==> src/rtl/four_bit_divider_pkg.sv <==
// Shared definitions for the sequential restoring divider: default width,
// controller state encoding and the full-adder cell used by the trial subtractor.
package four_bit_divider_pkg;

    localparam int DIV_WIDTH = 4;

    typedef enum logic [1:0] {
        ST_IDLE = 2'd0,
        ST_RUN  = 2'd1,
        ST_DONE = 2'd2
    } div_state_e;

    // Quotient reported when the captured divisor is zero.
    localparam logic [DIV_WIDTH-1:0] DBZ_QUOTIENT = {DIV_WIDTH{1'b1}};

    function automatic logic [1:0] full_add(input logic a, input logic b, input logic cin);
        logic sum;
        logic cout;
        sum  = a ^ b ^ cin;
        cout = (a & b) | (a & cin) | (b & cin);
        return {cout, sum};
    endfunction

endpackage

==> src/rtl/four_bit_divider_if.sv <==
// Start/done request bus between board-level logic and the divider.
interface four_bit_divider_if
    import four_bit_divider_pkg::*;
#(
    parameter int WIDTH = DIV_WIDTH
);

    logic             start;
    logic [WIDTH-1:0] dividend;
    logic [WIDTH-1:0] divisor;
    logic             busy;
    logic             done;
    logic [WIDTH-1:0] quotient;
    logic [WIDTH-1:0] remainder;
    logic             div_by_zero;

    modport master (
        output start,
        output dividend,
        output divisor,
        input  busy,
        input  done,
        input  quotient,
        input  remainder,
        input  div_by_zero
    );

    modport slave (
        input  start,
        input  dividend,
        input  divisor,
        output busy,
        output done,
        output quotient,
        output remainder,
        output div_by_zero
    );

endinterface

==> src/rtl/four_bit_divider_trial_subtractor.sv <==
// Combinational WIDTH+1 bit trial subtraction r - {0,d}, built as a ripple
// full-adder chain with d inverted and carry-in tied high.
module trial_subtractor
    import four_bit_divider_pkg::*;
#(
    parameter int WIDTH = DIV_WIDTH
) (
    input  logic [WIDTH:0]   r,
    input  logic [WIDTH-1:0] d,
    output logic [WIDTH:0]   diff,
    output logic             borrow
);

    logic [WIDTH:0]   b_inv_s;
    logic [WIDTH+1:0] carry_s;

    assign b_inv_s    = ~{1'b0, d};
    assign carry_s[0] = 1'b1;

    for (genvar i = 0; i <= WIDTH; i++) begin : g_fa
        assign {carry_s[i+1], diff[i]} = full_add(r[i], b_inv_s[i], carry_s[i]);
    end

    // No carry out of the top cell means r < d.
    assign borrow = ~carry_s[WIDTH+1];

endmodule

==> src/rtl/four_bit_divider.sv <==
// Sequential unsigned restoring divider: one quotient bit per cycle, start/done
// handshake, results held until the next accepted request.
module four_bit_divider
    import four_bit_divider_pkg::*;
#(
    parameter int WIDTH = DIV_WIDTH,
    parameter int CNT_W = $clog2(WIDTH + 1)
) (
    input  logic         CLOCK_50,
    input  logic         reset,
    four_bit_divider_if.slave bus
);

    div_state_e       state_q, state_d;
    logic [WIDTH:0]   r_q, r_d;
    logic [WIDTH-1:0] q_q, q_d;
    logic [WIDTH-1:0] d_q, d_d;
    logic [CNT_W-1:0] cnt_q, cnt_d;
    logic             busy_q, busy_d;
    logic             done_q, done_d;
    logic             dbz_q, dbz_d;
    logic [WIDTH-1:0] quot_q, quot_d;
    logic [WIDTH-1:0] rem_q, rem_d;

    logic [WIDTH:0]   r_shift_s;
    logic [WIDTH-1:0] q_shift_s;
    logic [WIDTH:0]   diff_s;
    logic             borrow_s;
    logic [WIDTH:0]   r_next_s;
    logic [WIDTH-1:0] q_next_s;

    assign r_shift_s = {r_q[WIDTH-1:0], q_q[WIDTH-1]};
    assign q_shift_s = {q_q[WIDTH-2:0], 1'b0};

    trial_subtractor #(
        .WIDTH (WIDTH)
    ) u_trial (
        .r      (r_shift_s),
        .d      (d_q),
        .diff   (diff_s),
        .borrow (borrow_s)
    );

    // Restoring step: keep the difference only when the trial did not borrow.
    always_comb begin
        if (borrow_s) begin
            r_next_s = r_shift_s;
            q_next_s = q_shift_s;
        end else begin
            r_next_s = diff_s;
            q_next_s = q_shift_s | {{(WIDTH-1){1'b0}}, 1'b1};
        end
    end

    // Controller next state, datapath loads and registered-output next values.
    always_comb begin
        state_d = state_q;
        r_d     = r_q;
        q_d     = q_q;
        d_d     = d_q;
        cnt_d   = cnt_q;
        dbz_d   = dbz_q;
        quot_d  = quot_q;
        rem_d   = rem_q;

        case (state_q)
            ST_IDLE, ST_DONE: begin
                if (bus.start) begin
                    if (bus.divisor != {WIDTH{1'b0}}) begin
                        q_d     = bus.dividend;
                        d_d     = bus.divisor;
                        r_d     = {(WIDTH+1){1'b0}};
                        cnt_d   = {CNT_W{1'b0}};
                        state_d = ST_RUN;
                    end else begin
                        quot_d  = DBZ_QUOTIENT;
                        rem_d   = bus.dividend;
                        dbz_d   = 1'b1;
                        state_d = ST_DONE;
                    end
                end else begin
                    state_d = ST_IDLE;
                end
            end
            ST_RUN: begin
                r_d   = r_next_s;
                q_d   = q_next_s;
                cnt_d = cnt_q + CNT_W'(1);
                if (cnt_q == CNT_W'(WIDTH - 1)) begin
                    quot_d  = q_next_s;
                    rem_d   = r_next_s[WIDTH-1:0];
                    dbz_d   = 1'b0;
                    state_d = ST_DONE;
                end else begin
                    state_d = ST_RUN;
                end
            end
            default: begin
                state_d = ST_IDLE;
            end
        endcase

        busy_d = (state_d == ST_RUN);
        done_d = (state_d == ST_DONE);
    end

    // State, datapath and output registers; reset wins over any request.
    always_ff @(posedge CLOCK_50) begin
        if (reset) begin
            state_q <= ST_IDLE;
            r_q     <= {(WIDTH+1){1'b0}};
            q_q     <= {WIDTH{1'b0}};
            d_q     <= {WIDTH{1'b0}};
            cnt_q   <= {CNT_W{1'b0}};
            busy_q  <= 1'b0;
            done_q  <= 1'b0;
            dbz_q   <= 1'b0;
            quot_q  <= {WIDTH{1'b0}};
            rem_q   <= {WIDTH{1'b0}};
        end else begin
            state_q <= state_d;
            r_q     <= r_d;
            q_q     <= q_d;
            d_q     <= d_d;
            cnt_q   <= cnt_d;
            busy_q  <= busy_d;
            done_q  <= done_d;
            dbz_q   <= dbz_d;
            quot_q  <= quot_d;
            rem_q   <= rem_d;
        end
    end

    assign bus.busy        = busy_q;
    assign bus.done        = done_q;
    assign bus.quotient    = quot_q;
    assign bus.remainder   = rem_q;
    assign bus.div_by_zero = dbz_q;

endmodule

==> src/flat_wrapper.sv <==
// flat-port wrapper written by rule: the top's interface ports become plain ports
module four_bit_divider_flat import four_bit_divider_pkg::*;
#(
    parameter int WIDTH = DIV_WIDTH,
    parameter int CNT_W = $clog2(WIDTH + 1)
)
  (CLOCK_50, reset, bus_start, bus_dividend, bus_divisor, bus_busy, bus_done, bus_quotient, bus_remainder, bus_div_by_zero);
  four_bit_divider_if #(.WIDTH(WIDTH)) bus_i ();
  input  logic CLOCK_50;
  input  logic reset;
  input wire logic [$bits(bus_i.start)-1:0] bus_start;
  input wire logic [$bits(bus_i.dividend)-1:0] bus_dividend;
  input wire logic [$bits(bus_i.divisor)-1:0] bus_divisor;
  output wire logic [$bits(bus_i.busy)-1:0] bus_busy;
  output wire logic [$bits(bus_i.done)-1:0] bus_done;
  output wire logic [$bits(bus_i.quotient)-1:0] bus_quotient;
  output wire logic [$bits(bus_i.remainder)-1:0] bus_remainder;
  output wire logic [$bits(bus_i.div_by_zero)-1:0] bus_div_by_zero;
  assign bus_i.start = bus_start;
  assign bus_i.dividend = bus_dividend;
  assign bus_i.divisor = bus_divisor;
  assign bus_busy = bus_i.busy;
  assign bus_done = bus_i.done;
  assign bus_quotient = bus_i.quotient;
  assign bus_remainder = bus_i.remainder;
  assign bus_div_by_zero = bus_i.div_by_zero;
  four_bit_divider #(.WIDTH(WIDTH), .CNT_W(CNT_W)) u_core (.CLOCK_50(CLOCK_50), .reset(reset), .bus(bus_i));
endmodule
==> config.mk <==
export PLATFORM = sky130hd
export DESIGN_NAME = four_bit_divider_flat
export DESIGN_NICKNAME = d
export VERILOG_FILES = /design/src/rtl/four_bit_divider_pkg.sv /design/src/rtl/four_bit_divider_if.sv /design/src/rtl/four_bit_divider_trial_subtractor.sv /design/src/rtl/four_bit_divider.sv /design/src/flat_wrapper.sv
export SDC_FILE = /design/constraint.sdc
export NUM_CORES = 1
export LEC_CHECK = 0
export ABC_AREA = 1
export CORE_AREA = 3 3 58 60
export CTS_BUF_LIST = sky130_fd_sc_hd__clkbuf_4 sky130_fd_sc_hd__clkbuf_8 sky130_fd_sc_hd__clkbuf_16
export DETAILED_ROUTE_END_ITERATION = 8
export DIE_AREA = 0 0 61 63
export PLACE_DENSITY = 0.7
export SLEW_MARGIN = 20
export SYNTH_ARGS = -nofsm -noshare
export SYNTH_HDL_FRONTEND = slang
export SYNTH_HIERARCHICAL = 1
export SYNTH_SLANG_ARGS = --single-unit
==> constraint.sdc <==
create_clock -name CLOCK_50 -period 2.3 [get_ports CLOCK_50]
set_clock_uncertainty 0.1 [all_clocks]
set_input_delay 0.23 -clock CLOCK_50 [delete_from_list [all_inputs] [get_ports CLOCK_50]]
set_output_delay 0.23 -clock CLOCK_50 [all_outputs]
set_load 0.01 [all_outputs]
==> metrics.yaml, run 1 <==
drc: 0
slew_headroom_pct: 70.7
drt-wirelength-per-cell_um: 11.4
core_um2: 2980
syn-num-nets: 205
worstMarginPinSlew_ns: 0.438
clkTransAtPathRegs_ns: 0.15
ios: 22
finalCritPeriodShare_pct: 99.9
grt.total_usage_pct: 15.6
synth_cells: 187
final.fill_count: 297
setup_viol: 0
arrival_ns: 2.45
grt_pass1_wl_um: 4530
die_h_um: 63
nets: 229
totalWireLength_um: 2770
ir_worst_vdd_v: 0.000328
cts_hold_buf: 0
rows: 20
grt-ovfl-total: 0
syn_avg_cell_area_um2: 7.16
leakage_nw: 0.744
syn_area_um2: 1340
diodes: 0
grt_max_degree: 27
pre_cts_ws_ns: -0.176
timing.fmax_mhz: 435
cts_made_buffers: 3
vias: 1170
mostFrequentLayoutCell: "nand2_1"
slew_viol_final: 0
crit_slowest_cell: "fa_2"
clock-sinks: 28
reg2regPathDepth: 12
r2r_start: "u_core/q_q[3]$_SDFFE_PP0P_"
drive_above_1_share_pct: 13.8
drt_iter0_drc: 51
status: "completed"
power-per-cell-area_nw_per_um2: 675
clk_latency_ns: 0.33
cts_root_buf: "clkbuf_4"
utilization_pct: 56.2
drt.antenna.violating_nets: 0
worstSetupEndpointType: "register"
crit_start: "u_core/q_q[3]$_SDFFE_PP0P_"
drtPass1Iterations: 4
critPathMaxFanout: 2
min_period_ns: 2.30
rsz0062_at_grt: "yes"
worst-path-buf-inv: 2
yosys_warnings: 6
start_kind: "register"
clock_path_buffers: 2
max_cap_violations: 0
place.gp.congestion: 0.772
place_hpwl_um: 2000
holdCritPathClass: "reg -> reg"
start_util_pct: 45.0
dieArea_um2: 3840
cts_max_level: 1
rr_endpoint: "u_core/bus.remainder[3]$_SDFFE_PP0P_"
vias_per_cell: 4.81
cts_tree: "built"
final_cell_mix: "nand2_1, dfxtp_1, inv_1, clkdlybuf4s50_1, a21oi_1"
syn_to_final_growth_pct: 25.0
reg2reg_setup_slack_ns: 0.003
cp.depth: 12
path_cells: "inv_2, ha_4, fa_2, fa_2, inv_2, fa_2, nand2_1, nand2_1, nand2_2, nand2_1, nor2_1, nor2_1"
cpLargestDelayFamily: "adder cells"
max_stage_delay_ns: 0.42
antenna_found_initial: 0
fin_ws_ns: 0.00325
place.port_buffers: 21
grt_pass1_vias: 1081
die_w_um: 61
final-hold-violation-count: 0
path_class: "reg -> reg"
crit_end: "u_core/bus.remainder[3]$_SDFFE_PP0P_"
required_ns: 2.45
-- what timing repair did --
| item | 4_1_cts | 5_1_grt |
|---|---|---|
| endpoints found under the setup margin | 10 | 10 |
| resized for setup | 12 | 2 |
| pin swaps | 6 | 6 |
| setup buffers | 0 | 1 |
| endpoints found under the hold margin | 0 | 0 |
-- metal layers --
metal  GRT usage (%)  vias up  wire length, µm
li1                -      622                -
met4            6.50        0               40
met1            20.4      526             1360
met3            3.10        4               80
met5               0        -                0
met2            24.3       18             1290
-- state kept, by name, indices dropped and copies added, names as in the netlist --
name                    flops
u_core/r_q                  4
u_core/bus.div_by_zero      1
u_core/bus.quotient         4
u_core/cnt_q                3
u_core/bus.done             1
u_core/bus.busy             1
u_core/bus.remainder        4
u_core/d_q                  4
u_core/q_q                  4
u_core/state_q              2
-- stage by stage --
| stage | power, mW | instance area [µm²] | hold slack (ns) | setup TNS [ns] | std cells |
|---|---|---|---|---|---|
| detailed placement | 0.793 | 1570 | 0.338 | -1.14 | 238 |
| global placement | 0.785 | 1570 | 0.334 | -0.181 | 238 |
| CTS | 1.14 | 1660 | 0.359 | -0.0346 | 242 |
| finish | 1.13 | 1670 | 0.357 | 0 | 243 |
| global route | 1.20 | 1670 | 0.393 | -0.508 | 243 |
| floorplan | 0.711 | 1340 | 0.199 | 0 | 187 |
-- worst min-delay path, stage by stage (launching register included) --
cell and delay, ns:
dfxtp_1 0.34, inv_1 0.05, a21oi_1 0.05
-- how the worst min path moves through the flow --
stage          depth (start not counted)                                start  slack (ns)                             endpoint
5_1_grt                                2  u_core/bus.quotient[0]$_SDFFE_PP0P_        0.39  u_core/bus.quotient[0]$_SDFFE_PP0P_
3_5_place_dp                           2  u_core/bus.quotient[0]$_SDFFE_PP0P_        0.34  u_core/bus.quotient[0]$_SDFFE_PP0P_
3_3_place_gp                           2  u_core/bus.quotient[0]$_SDFFE_PP0P_        0.33  u_core/bus.quotient[0]$_SDFFE_PP0P_
6_report                               2  u_core/bus.quotient[0]$_SDFFE_PP0P_        0.36  u_core/bus.quotient[0]$_SDFFE_PP0P_
4_1_cts                                2  u_core/bus.quotient[0]$_SDFFE_PP0P_        0.36  u_core/bus.quotient[0]$_SDFFE_PP0P_
2_1_floorplan                          1                                reset        0.20           u_core/d_q[0]$_SDFFE_PP0P_
-- power by group --
part | internal, mW | switching (mW)
Clock | 0.176 | 0.146
Combinational | 0.119 | 0.146
Sequential | 0.522 | 0.0206
Total | 0.817 | 0.312
-- layout make-up --
| type | count | area [µm²] | share of cell area (%) |
|---|---|---|---|
| multi-input combinational | 122 | 654 | 39.1 |
| clock buffer | 3 | 22.5 | 1.35 |
| tap | 33 | 41.3 | 2.47 |
| sequential | 28 | 562 | 33.6 |
| timing repair buffer | 26 | 248 | 14.8 |
| clock inverter | 1 | 30.0 | 1.80 |
| inverter | 30 | 115 | 6.88 |
No activity file was read; power rests on OpenSTA's default activity.
==> inputs of run 2 (changes only) <==
CORE_AREA = 3 3 56 58   (was 3 3 58 60)
DIE_AREA = 0 0 59 61   (was 0 0 61 63)
PLACE_DENSITY = 0.72   (was 0.7)
clock period = 2.7 ns   (was 2.3 ns; I/O delays follow)
==> run 2 against run 1 <==
  * Setup slack improved by 0.15 ns
  * Die area is 6.3% lower
  * Count of clock-buffer cells in the layout increased by 1
  * Fmax down 9.8%
  * Largest cell class unchanged
  * Wire length up 5.5%
  * Combinational power decreased by 21%
  * Sequential power decreased by 15%
  * Critical endpoint is now u_core/bus.remainder[0]$_SDFFE_PP0P_
==> metrics.yaml, run 2 (synthesis gave the netlist of run 1 again) <==
p_int_mw: 0.616
drive_above_1_share_pct: 7.28
fin_ws_ns: 0.153
final_cell_mix: "nand2_1, inv_1, dfxtp_1, a21oi_1, clkdlybuf4s50_1"
hold_path_depth: 2
arrival_ns: 2.71
drtPass1Iterations: 4
diodes: 0
final-hold-violation-count: 0
dieArea_um2: 3600
worstSetupEndpointType: "register"
grt_pass1_wl_um: 4900
vias_per_cell: 5.06
leakage_nw: 0.722
ir_worst_vdd_v: 0.000338
cp.depth: 15
power.switching_mw: 0.259
cpLargestDelayFamily: "adder cells"
place.port_buffers: 21
status: "completed"
start_kind: "register"
crit_slowest_cell: "fa_1"
totalWireLength_um: 2920
core_um2: 2710
slew_headroom_pct: 70.6
clock-sinks: 28
cts_tree: "built"
clock_path_buffers: 2
switching_share_pct: 29.6
place_hpwl_um: 2140
clkTransAtPathRegs_ns: 0.15
place.gp.congestion: 0.928
cp_common_cell: "nand2_1"
start_util_pct: 49.4
critPathMaxFanout: 7
max_stage_delay_ns: 0.39
power-per-cell-area_nw_per_um2: 549
vias: 1200
cts_made_buffers: 3
syn_to_final_growth_pct: 19.0
path_class: "reg -> reg"
fin_setup_tns_ns: 0
cts_max_level: 1
die_h_um: 61
clk_latency_ns: 0.33
ios: 22
finalCritPeriodShare_pct: 94.3
holdCritPathClass: "reg -> reg"
nets: 225
place_inst: 233
drt_iter0_drc: 52
power_frac_comb_pct: 23.8
final_cell_area_um2: 1590
max_cap_violations: 0
worst-path-buf-inv: 4
mostFrequentLayoutCell: "nand2_1"
path_cells: "inv_1, ha_1, fa_1, fa_1, inv_1, fa_1, inv_1, ha_4, inv_2, nand2_1, nand2_1, nand2_1, nand2_1, nor2_1, nor2_1"
timing.fmax_mhz: 393
reg2regPathDepth: 15
grt_max_degree: 27
min_period_ns: 2.55
cts_root_buf: "clkbuf_4"
drt-wirelength-per-cell_um: 12.3
antenna_found_initial: 0
placed_area_um2: 1540
p_seq_share_pct: 52.8
drc: 0
final_cells: 237
worstMarginPinSlew_ns: 0.439
slew_viol_final: 0
cts_setup_buffers: 0
cts_hold_buf: 0
cts_resized: 0
grt_pass1_vias: 1115
total_power_mw: 0.875
rsz0062_at_grt: "no"
required_ns: 2.87
pre_cts_ws_ns: 0.0489
rows: 19
p_clk_share_pct: 23.3
die_w_um: 59
grt-ovfl-total: 0
drt.antenna.violating_nets: 0
setup_viol: 0
grt.total_usage_pct: 17.8
-- run 2: cell types whose count changed in the layout (fill, tap and decap cells not counted), moves of 2 or more --
cell and delta:
nand2_2 -2, fa_1 +3, buf_4 -4, fa_2 -3
inv_2 -2, inv_1 +3, nand2_1 +2
-- run 2: power by group through the flow --
stage | combinational (mW) | clock (mW) | sequential [mW]
global route | 0.235 | 0.221 | 0.466
floorplan | 0.131 | 0 | 0.473
CTS | 0.200 | 0.212 | 0.462
finish | 0.209 | 0.204 | 0.462
global placement | 0.190 | 0 | 0.469
detailed placement | 0.199 | 0 | 0.472
-- run 2: path summary, 6_finish.rpt --
check             slack (ns)                                    to                           startpoint
hold reg to reg         0.36   u_core/bus.div_by_zero$_SDFFE_PP0P_  u_core/bus.div_by_zero$_SDFFE_PP0P_
setup / recovery        0.15  u_core/bus.remainder[0]$_SDFFE_PP0P_           u_core/q_q[3]$_SDFFE_PP0P_
setup reg to reg        0.15  u_core/bus.remainder[0]$_SDFFE_PP0P_           u_core/q_q[3]$_SDFFE_PP0P_
hold / removal          0.36   u_core/bus.div_by_zero$_SDFFE_PP0P_  u_core/bus.div_by_zero$_SDFFE_PP0P_
-- run 2: per-layer routing --
metal	track usage, %	part of all wire (%)
met5	0	0
met4	7.12	2.1
met3	3.19	5.5
met2	29.3	47
met1	23.1	45
-- run 2: layout make-up --
cell class	count	area (µm²)
fillers	272	1120
clock buffers	4	36.3
well taps	31	38.8
inverters	30	113
flip-flops and latches	28	562
multi-input cells	122	626
repair buffers	22	218
-- run 2: tightest hold or removal path, stage by stage (launching register included) --
cell     delay, ns
dfxtp_1       0.34
inv_1         0.04
a21oi_1       0.05
-- run 2: per-stage QoR --
stage | utilization (%) | hold slack, ns
global placement | 56.9 | 0.336
global route | 58.8 | 0.372
floorplan | - | 0.239
finish | 58.8 | 0.357
CTS | 58.3 | 0.362
detailed placement | 56.9 | 0.343
